**config.mk**
```make
export PLATFORM = sky130hd
export DESIGN_NAME = rr_arbiter
export DESIGN_NICKNAME = d
export VERILOG_FILES = /design/src/rtl/rr_arbiter_pkg.sv /design/src/rtl/rr_arbiter_priority_encoder.sv /design/src/rtl/rr_arbiter.sv
export SDC_FILE = /design/constraint.sdc
export NUM_CORES = 1
export LEC_CHECK = 0
export ABC_AREA = 1
export CORE_ASPECT_RATIO = 1.2
export CORE_MARGIN = 2
export CORE_UTILIZATION = 40
export DETAILED_ROUTE_END_ITERATION = 8
export PLACE_DENSITY = 0.69
export REMOVE_ABC_BUFFERS = 1
export SYNTH_ARGS = -nofsm -noshare
export SYNTH_HDL_FRONTEND = slang
export SYNTH_SLANG_ARGS = --single-unit
```
**constraint.sdc**
```tcl
create_clock -name clk_i -period 1.6 [get_ports clk_i]
set_clock_uncertainty 0.05 [all_clocks]
set_input_delay 0.24 -clock clk_i [delete_from_list [all_inputs] [get_ports clk_i]]
set_output_delay 0.24 -clock clk_i [all_outputs]
set_load 0.005 [all_outputs]
```
**src/rtl/rr_arbiter_pkg.sv**
```systemverilog
// Shared types and helpers for the round-robin arbiter.
//   rr_state_t  : arbiter FSM state (IDLE, BUSY)
//   pe_core_t   : priority encoder implementation selector
//   onehot()    : one-hot vector with bit idx set, limited to n bits
//   low_mask()  : (1<<idx)-1 limited to n bits; indices below idx keep priority
package rr_arbiter_pkg;

  typedef enum logic {IDLE, BUSY} rr_state_t;

  typedef enum logic {V1_LEGACY, V2_GENERIC} pe_core_t;

  // Upper bound on requester count supported by the helper functions.
  localparam int MAX_REQ = 32;

  function automatic logic [MAX_REQ-1:0] onehot(input int idx, input int n);
    logic [MAX_REQ-1:0] r;
    r = '0;
    for (int i = 0; i < MAX_REQ; i++) begin
      if ((i < n) && (i == idx)) r[i] = 1'b1;
    end
    return r;
  endfunction

  function automatic logic [MAX_REQ-1:0] low_mask(input int idx, input int n);
    logic [MAX_REQ-1:0] r;
    r = '0;
    for (int i = 0; i < MAX_REQ; i++) begin
      if ((i < n) && (i < idx)) r[i] = 1'b1;
    end
    return r;
  endfunction

endpackage

```
**src/rtl/rr_arbiter_priority_encoder.sv**
```systemverilog
// Priority encoder: highest set bit of data_i wins.
//   data_i  in  DATA_WIDTH  candidate vector
//   idx_o   out IDX_W       binary index of highest set bit (0 when none)
//   valid_o out 1           at least one bit of data_i is set
module priority_encoder
  import rr_arbiter_pkg::*;
#(
  parameter pe_core_t CORE_VERSION = V2_GENERIC,
  parameter int       DATA_WIDTH   = 4,
  localparam int      IDX_W        = (DATA_WIDTH > 1) ? $clog2(DATA_WIDTH) : 1
) (
  input  logic [DATA_WIDTH-1:0] data_i,
  output logic [IDX_W-1:0]      idx_o,
  output logic                  valid_o
);

  if (CORE_VERSION == V2_GENERIC) begin : g_v2
    // Ascending scan: the last hit (highest index) overwrites earlier ones.
    always_comb begin
      idx_o   = '0;
      valid_o = 1'b0;
      for (int i = 0; i < DATA_WIDTH; i++) begin
        if (data_i[i]) begin
          idx_o   = IDX_W'(i);
          valid_o = 1'b1;
        end
      end
    end
  end else begin : g_v1
    // Descending scan with a found flag: first hit from the top sticks.
    always_comb begin
      idx_o   = '0;
      valid_o = 1'b0;
      for (int i = DATA_WIDTH - 1; i >= 0; i--) begin
        if (data_i[i] && !valid_o) begin
          idx_o   = IDX_W'(i);
          valid_o = 1'b1;
        end
      end
    end
  end

endmodule

```
**src/rtl/rr_arbiter.sv**
```systemverilog
// Round-robin arbiter sharing one resource among N_REQ requesters.
//   clk_i        in  1      clock, rising edge
//   rst_n_i      in  1      asynchronous active-low reset
//   req_i        in  N_REQ  level request per requester
//   done_i       in  1      release strobe from current owner
//   gnt_o        out N_REQ  registered one-hot grant
//   gnt_idx_o    out IDX_W  registered binary index of owner
//   gnt_valid_o  out 1      grant active (|gnt_o)
//   preempt_o    out 1      one-cycle pulse when owner evicted by timeout
module rr_arbiter
  import rr_arbiter_pkg::*;
#(
  parameter int  N_REQ    = 4,
  parameter int  MAX_HOLD = 8,
  localparam int IDX_W    = $clog2(N_REQ),
  localparam int HOLD_W   = (MAX_HOLD > 0) ? $clog2(MAX_HOLD + 1) : 1
) (
  input  logic             clk_i,
  input  logic             rst_n_i,
  input  logic [N_REQ-1:0] req_i,
  input  logic             done_i,
  output logic [N_REQ-1:0] gnt_o,
  output logic [IDX_W-1:0] gnt_idx_o,
  output logic             gnt_valid_o,
  output logic             preempt_o
);

  localparam logic [HOLD_W-1:0] HOLD_LAST = HOLD_W'((MAX_HOLD > 0) ? MAX_HOLD - 1 : 0);

  rr_state_t        r_state,    w_state_next;
  logic [N_REQ-1:0] r_gnt,      w_gnt_next;
  logic [IDX_W-1:0] r_gnt_idx,  w_gnt_idx_next;
  logic [N_REQ-1:0] r_mask,     w_mask_next;
  logic [HOLD_W-1:0] r_hold_cnt, w_hold_cnt_next;
  logic             r_preempt,  w_preempt_next;

  logic [N_REQ-1:0] w_cand_masked;
  logic [IDX_W-1:0] w_idx_masked, w_idx_unmasked, w_win_idx;
  logic             w_valid_masked, w_valid_unmasked;
  logic             w_timeout, w_owner_req, w_rel;

  // r_mask always reflects the most recent owner, so the same candidate
  // vector serves both a fresh arbitration from IDLE and a release in BUSY.
  assign w_cand_masked = req_i & r_mask;

  priority_encoder #(
    .CORE_VERSION(V2_GENERIC),
    .DATA_WIDTH  (N_REQ)
  ) u_pe_masked (
    .data_i (w_cand_masked),
    .idx_o  (w_idx_masked),
    .valid_o(w_valid_masked)
  );

  priority_encoder #(
    .CORE_VERSION(V2_GENERIC),
    .DATA_WIDTH  (N_REQ)
  ) u_pe_unmasked (
    .data_i (req_i),
    .idx_o  (w_idx_unmasked),
    .valid_o(w_valid_unmasked)
  );

  // Empty masked set means everyone of lower index is idle: wrap to the top.
  assign w_win_idx   = w_valid_masked ? w_idx_masked : w_idx_unmasked;
  assign w_timeout   = (MAX_HOLD != 0) && (r_hold_cnt == HOLD_LAST);
  assign w_owner_req = req_i[r_gnt_idx];
  assign w_rel       = done_i | ~w_owner_req | w_timeout;

  always_comb begin
    w_state_next    = r_state;
    w_gnt_next      = r_gnt;
    w_gnt_idx_next  = r_gnt_idx;
    w_mask_next     = r_mask;
    w_hold_cnt_next = r_hold_cnt;
    w_preempt_next  = 1'b0;

    case (r_state)
      IDLE: begin
        if (w_valid_unmasked) begin
          w_gnt_next      = N_REQ'(onehot(int'(w_win_idx), N_REQ));
          w_gnt_idx_next  = w_win_idx;
          w_mask_next     = N_REQ'(low_mask(int'(w_win_idx), N_REQ));
          w_hold_cnt_next = '0;
          w_state_next    = BUSY;
        end
      end
      BUSY: begin
        if (w_rel) begin
          // Eviction only counts when the owner still wanted the resource
          // and did not release it itself in the same cycle.
          w_preempt_next  = w_timeout & ~done_i & w_owner_req;
          w_hold_cnt_next = '0;
          if (w_valid_unmasked) begin
            w_gnt_next     = N_REQ'(onehot(int'(w_win_idx), N_REQ));
            w_gnt_idx_next = w_win_idx;
            w_mask_next    = N_REQ'(low_mask(int'(w_win_idx), N_REQ));
          end else begin
            w_gnt_next   = '0;
            w_state_next = IDLE;
          end
        end else if (r_hold_cnt != '1) begin
          w_hold_cnt_next = r_hold_cnt + 1'b1;
        end
      end
      default: w_state_next = IDLE;
    endcase
  end

  always_ff @(posedge clk_i or negedge rst_n_i) begin
    if (!rst_n_i) begin
      r_state    <= IDLE;
      r_gnt      <= '0;
      r_gnt_idx  <= '0;
      r_mask     <= '1;
      r_hold_cnt <= '0;
      r_preempt  <= 1'b0;
    end else begin
      r_state    <= w_state_next;
      r_gnt      <= w_gnt_next;
      r_gnt_idx  <= w_gnt_idx_next;
      r_mask     <= w_mask_next;
      r_hold_cnt <= w_hold_cnt_next;
      r_preempt  <= w_preempt_next;
    end
  end

  assign gnt_o       = r_gnt;
  assign gnt_idx_o   = r_gnt_idx;
  assign gnt_valid_o = |r_gnt;
  assign preempt_o   = r_preempt;

endmodule
```
==> flow_metrics.py, run 1 <==
metrics = {
    "outcome": {
        "status": "finished, violations left",
        "violations": "setup timing",
    },
    "yosys": {
        "syn_area_per_cell_um2": 7.85,
        "synth_seq_area_share": 0.470,
        "synthCells": 110,
        "synthSimpleGateAreaFrac": 0.412,
        "synthesis.area_um2": 863,
        "synth_top_family_by_area": "simple AND/OR/NAND/NOR gates",
        "synth.mux.area_fraction": 0,
        "synth-compound-area-share": 0.0348,
        "synth_xor_area_frac": 0.0101,
        "synth_cell_types": 23,
        "synth-seq-cells": 16,
        "ys_warn_count": 0,
        "synth_fa_ha_area_frac": 0.0145,
    },
    "cells_and_area": {
        "regArea_um2": 405,
        "diodes": 0,
        "fin_cells": 165,
        "final_common_cell": "nand2_1",
        "fin_util": 0.551,
        "mostFrequentLayoutCells": "nand2_1, dfrtp_1, clkdlybuf4s50_1",
        "areaGrowthSynthToFinish_pct": 30.9,
        "nets": 144,
        "layout-drive-gt1-share": 0.237,
        "multiInputGateArea_um2": 407,
        "fill_cells": 193,
    },
    "setup_path": {
        "crit_type": "flop to primary output",
        "critical_path_required_ns": 1.31,
        "slowest_stage": "or4_1",
        "critPathBufInv": 1,
        "cp.depth": 2,
        "cp-end-kind": "primary output",
        "cp_top_family": "simple AND/OR/NAND/NOR gates",
        "startpoint_type": "flop",
        "worst_ep_arrival_time_ns": 1.32,
        "crit_chain": "or4_1, buf_2",
        "reg2reg_depth": 9,
        "crit_fanout": 2,
        "crit_path_max_incr_delay_ns": 0.50,
    },
    "global_routing": {
        "grt_overflow": 0,
        "grt_max_degree": 17,
        "globalRouteMet3Util": 0.0195,
        "grt_pass1_vias": 714,
        "use_met2": 0.296,
        "antenna_found_initial": 0,
        "grt.total_usage": 0.168,
        "top_usage_layer": "met2",
        "grt_pass1_wl_mm": 3.00,
        "globalRouteMet1Util": 0.197,
    },
    "pwr": {
        "p_seq_frac": 0.394,
        "power_frac_clock": 0.169,
        "switching_share": 0.368,
        "p_per_area_mw_per_mm2": 1440,
        "max-vdd-ir-drop_mv": 0.906,
        "p_leak_nw": 0.605,
        "power.total_w": 0.00163,
        "p_switching_w": 0.000600,
        "p_int_w": 0.00103,
        "p_comb_frac": 0.437,
    },
    "timing": {
        "setup_ws_ns": -0.00876,
        "fmax_ghz": 0.622,
        "relSlewSlack": 0.824,
        "tns_ns": -0.00876,
        "rsz0062_at_grt": "true",
        "finalMaxSlewViolations": 0,
        "holdWs_ns": 0.197,
        "period_minus_slack_ns": 1.61,
        "hold_viol_final": 0,
        "worstMarginPinSlew_ns": 0.264,
        "fin_crit_sh": 1.01,
        "setup-violations-final": 1,
    },
    "die": {
        "initial_utilization": 0.421,
        "io_pins": 15,
        "design.die.area_mm2": 0.00255,
        "die_y_um": 54.9,
        "core_area_mm2": 0.00205,
        "row_count": 18,
        "die_x_um": 46.4,
    },
    "clocking": {
        "cts_max_path_buffers": 2,
        "clk_pin_slew_ns": 0.10,
        "cts_made_buffers": 3,
        "clock_sinks": 16,
        "htreeDepth": 1,
        "clk_latency_ns": 0.30,
        "postCtsHoldBufs": 0,
        "root_buffer": "clkbuf_4",
        "cts_tree": "built",
    },
    "place": {
        "port_buffers": 14,
        "gp_congestion": 0.842,
        "hpwlAfterDp_mm": 1.41,
        "placedCellCount": 160,
    },
    "route": {
        "ant_nets": 0,
        "route.detailed.drc": 0,
        "wirelength_mm": 1.83,
        "drtIter0Drc": 24,
        "wl_per_cell_um": 11.1,
        "drt_first_pass_iters": 4,
        "routed_via_density": 4.62,
        "num_vias": 763,
    },
    "min_path": {
        "worstHoldPathType": "primary input to asynchronous set/reset pin",
    },
    "flow_run": {
        "maxCapViolations": 0,
    },
}
synth_stat cells (all sizes together):
cell    number  area, um2
nor2        13       58.8
nand4        3       25.0
o21ai        4       20.0
or4          1       7.51
dfrtp       12        300
nand2       44        183
nand3       10       67.6
or2          1       6.26
ha           1       12.5
dfstp        4        105
nand3b       1       7.51
a21oi        2       10.0
inv         13       51.3
xor2         1       8.76
flip-flops by register name (all words and copies together), names as in the netlist:
name,count
preempt_o,1
r_state,1
r_hold_cnt,4
gnt_idx_o,2
r_mask,4
gnt_o,4
final timing paths:
check	to	slack (ns)	from
setup / recovery	gnt_valid_o	-0.009	gnt_o[1]
hold / removal	r_hold_cnt[3]	0.20	rst_n_i
setup reg to reg	gnt_idx_o[1]	0.12	r_hold_cnt[1]
hold reg to reg	r_mask[3]	0.43	r_mask[3]
max in group asynchronous	r_mask[3]	1.05	rst_n_i
min in group clk_i	r_mask[3]	0.43	r_mask[3]
metal layers:
metal,wire [um],share of wire
met1,764,0.42
met2,953,0.52
met3,65,0.036
met4,43,0.024
met5,0,0
area by class of cell:
class | count | area share
well taps | 30 | 0.0332
inverters | 13 | 0.0454
repair buffers | 21 | 0.171
multi-input cells | 81 | 0.360
flip-flops and latches | 16 | 0.359
clock buffers | 4 | 0.0321
power groups by stage:
stage	Sequential (W)	Clock (W)	Combinational, W
finish	0.000643	0.000276	0.000712
global route	0.000661	0.000303	0.000793
CTS	0.000650	0.000283	0.000711
detailed placement	0.000656	0	0.000728
global placement	0.000654	0	0.000711
floorplan	0.000644	0	0.000395
per-stage QoR:
stage	instance area (um2)	setup WS, ns
global placement	1090	-0.0611
global route	1130	-0.0611
CTS	1120	-0.0260
finish	1130	-0.00876
floorplan	863	0.236
detailed placement	1090	-0.0961
cells by family after synthesis:
kind of cell,after synthesis
XOR/XNOR,1
AO/OA/AOI/OAI,6
buffers and inverters,13
adder cells (fa/ha/maj),1
AND/OR/NAND/NOR,73
flip-flops,16
timing repair:
action	4_1_cts	5_1_grt
endpoints found under the setup margin	1	4
resized for setup	4	2
buffers inserted	0	1
Note: power is estimated with default switching activity, not from simulation.
==> run 2: changes to the inputs <==
--- a/config.mk
+++ b/config.mk
@@ -10,7 +10,7 @@
 export CORE_MARGIN = 2
 export CORE_UTILIZATION = 40
 export DETAILED_ROUTE_END_ITERATION = 8
-export PLACE_DENSITY = 0.69
+export PLACE_DENSITY_LB_ADDON = 0.05
 export REMOVE_ABC_BUFFERS = 1
 export SYNTH_ARGS = -nofsm -noshare
 export SYNTH_HDL_FRONTEND = slang
==> run 2 against run 1 <==
Net effect:
- the flow now finishes without violations
- register-to-register slack barely moved
- wire length is 3.6% lower
- worst setup slack gained 0.014 ns
- count of clock-buffer cells in the layout unchanged
- power decreased by 0.53%
- non-clock buffer count unchanged
- via count is 0.13% lower
- worst hold slack better by 0.013 ns
- maximum frequency grew 0.89%
==> flow_metrics.py, run 2 (same netlist as run 1, synthesis figures left out) <==
metrics = {
    "place": {
        "hpwlAfterDp_mm": 1.40,
        "port_buffers": 14,
        "placedCellCount": 161,
        "gp_congestion": 0.801,
    },
    "pwr": {
        "switching_share": 0.361,
        "p_leak_nw": 0.590,
        "power_frac_clock": 0.163,
        "p_switching_w": 0.000584,
        "max-vdd-ir-drop_mv": 0.818,
        "p_seq_frac": 0.403,
        "p_int_w": 0.00104,
        "power.total_w": 0.00162,
        "p_per_area_mw_per_mm2": 1440,
        "p_comb_frac": 0.433,
    },
    "timing": {
        "fin_crit_sh": 0.997,
        "hold_viol_final": 0,
        "setup-violations-final": 0,
        "finalMaxSlewViolations": 0,
        "fmax_ghz": 0.627,
        "worstMarginPinSlew_ns": 0.247,
        "relSlewSlack": 0.835,
        "tns_ns": 0,
        "period_minus_slack_ns": 1.59,
        "rsz0062_at_grt": "true",
    },
    "setup_path": {
        "slowest_stage": "or4_1",
        "crit_chain": "or4_1, buf_2",
        "crit_type": "flop to primary output",
        "startpoint_type": "flop",
        "crit_fanout": 2,
        "critPathBufInv": 1,
        "cp_top_family": "simple AND/OR/NAND/NOR gates",
        "crit_path_max_incr_delay_ns": 0.50,
        "worst_ep_arrival_time_ns": 1.30,
        "cp-end-kind": "primary output",
        "critical_path_required_ns": 1.31,
    },
    "clocking": {
        "cts_max_path_buffers": 2,
        "cts_setup_buffers": 0,
        "root_buffer": "clkbuf_4",
        "postCtsHoldBufs": 0,
        "cts_made_buffers": 3,
        "cts_tree": "built",
        "clk_pin_slew_ns": 0.10,
        "clk_latency_ns": 0.28,
        "htreeDepth": 1,
        "clock_sinks": 16,
    },
    "route": {
        "ant_nets": 0,
        "drtIter0Drc": 11,
        "num_vias": 762,
        "routed_via_density": 4.62,
        "wl_per_cell_um": 10.7,
        "drt_first_pass_iters": 4,
        "route.detailed.drc": 0,
        "wirelength_mm": 1.76,
    },
    "die": {
        "die_x_um": 46.4,
        "io_pins": 15,
        "die_y_um": 54.9,
        "core_area_mm2": 0.00205,
        "row_count": 18,
        "design.die.area_mm2": 0.00255,
        "initial_utilization": 0.421,
    },
    "global_routing": {
        "antenna_found_initial": 0,
        "grt_overflow": 0,
        "grt_pass1_wl_mm": 2.96,
        "grt_pass1_vias": 694,
        "grt_max_degree": 17,
        "grt.total_usage": 0.166,
    },
    "cells_and_area": {
        "layout-drive-gt1-share": 0.244,
        "mostFrequentLayoutCells": "nand2_1, clkdlybuf4s50_1, dfrtp_1",
        "fin_cells": 165,
        "areaGrowthSynthToFinish_pct": 30.7,
        "nets": 144,
        "fill_cells": 203,
        "final_common_cell": "nand2_1",
        "fin_util": 0.551,
        "diodes": 0,
        "regArea_um2": 407,
        "multiInputGateArea_um2": 407,
    },
    "flow_run": {
        "maxCapViolations": 0,
    },
    "outcome": {
        "status": "finished clean",
    },
    "min_path": {
        "worstHoldPathType": "primary input to asynchronous set/reset pin",
    },
}
==> run 2: changes by cell type in the layout (fill, tap and decap cells not counted) <==
cell             previous run  this run
clkdlybuf4s50_1            11        12
dfrtp_2                     0         1
dlymetal6s2s_1              2         1
dfrtp_1                    12        11
==> run 2: worst paths after layout <==
check	from	end	cells after the start	slack, ns
worst max-delay path	gnt_o[0]	gnt_valid_o	2	0.006
worst min-delay path	rst_n_i	r_state	2	0.21
worst max register to register	r_hold_cnt[0]	gnt_idx_o[1]	9	0.12
worst min register to register	r_mask[3]	r_mask[3]	2	0.42
max in group asynchronous	rst_n_i	r_mask[3]	2	1.03
min in group clk_i	r_mask[3]	r_mask[3]	2	0.42
==> run 2: layout make-up <==
| class | instances | share of cell area |
|---|---|---|
| flip-flops and latches | 16 | 0.360 |
| multi-input cells | 81 | 0.360 |
| repair buffers | 21 | 0.169 |
| inverters | 13 | 0.0455 |
| well taps | 30 | 0.0333 |
| clock buffers | 4 | 0.0322 |
==> run 2: repair_timing <==
item / 4_1_cts / 5_1_grt
pin swaps: 1 / 0
gates resized for setup: 4 / 2
endpoints found under the setup margin: 1 / 3
==> run 2: stage by stage <==
step / worst slack, ns / hold slack (ns) / area, um2
2_1_floorplan: 0.236 / -0.106 / 863
3_3_place_gp: -0.114 / 0.408 / 1090
3_5_place_dp: -0.113 / 0.411 / 1090
4_1_cts: -0.00591 / 0.208 / 1120
5_1_grt: -0.0610 / 0.225 / 1130
6_report: 0.00550 / 0.210 / 1130
==> run 2: power groups by stage <==
stage	Sequential, W	Clock, W	Combinational [W]
CTS	0.000651	0.000281	0.000721
detailed placement	0.000658	0	0.000739
global placement	0.000660	0	0.000735
floorplan	0.000644	0	0.000395
finish	0.000654	0.000264	0.000703
global route	0.000670	0.000304	0.000801
==> run 2: per-layer routing <==
layer / track usage / wire length [um]
met5: 0 / 0
met4: 0.0857 / 37
met3: 0.0195 / 46
met2: 0.275 / 872
met1: 0.210 / 805
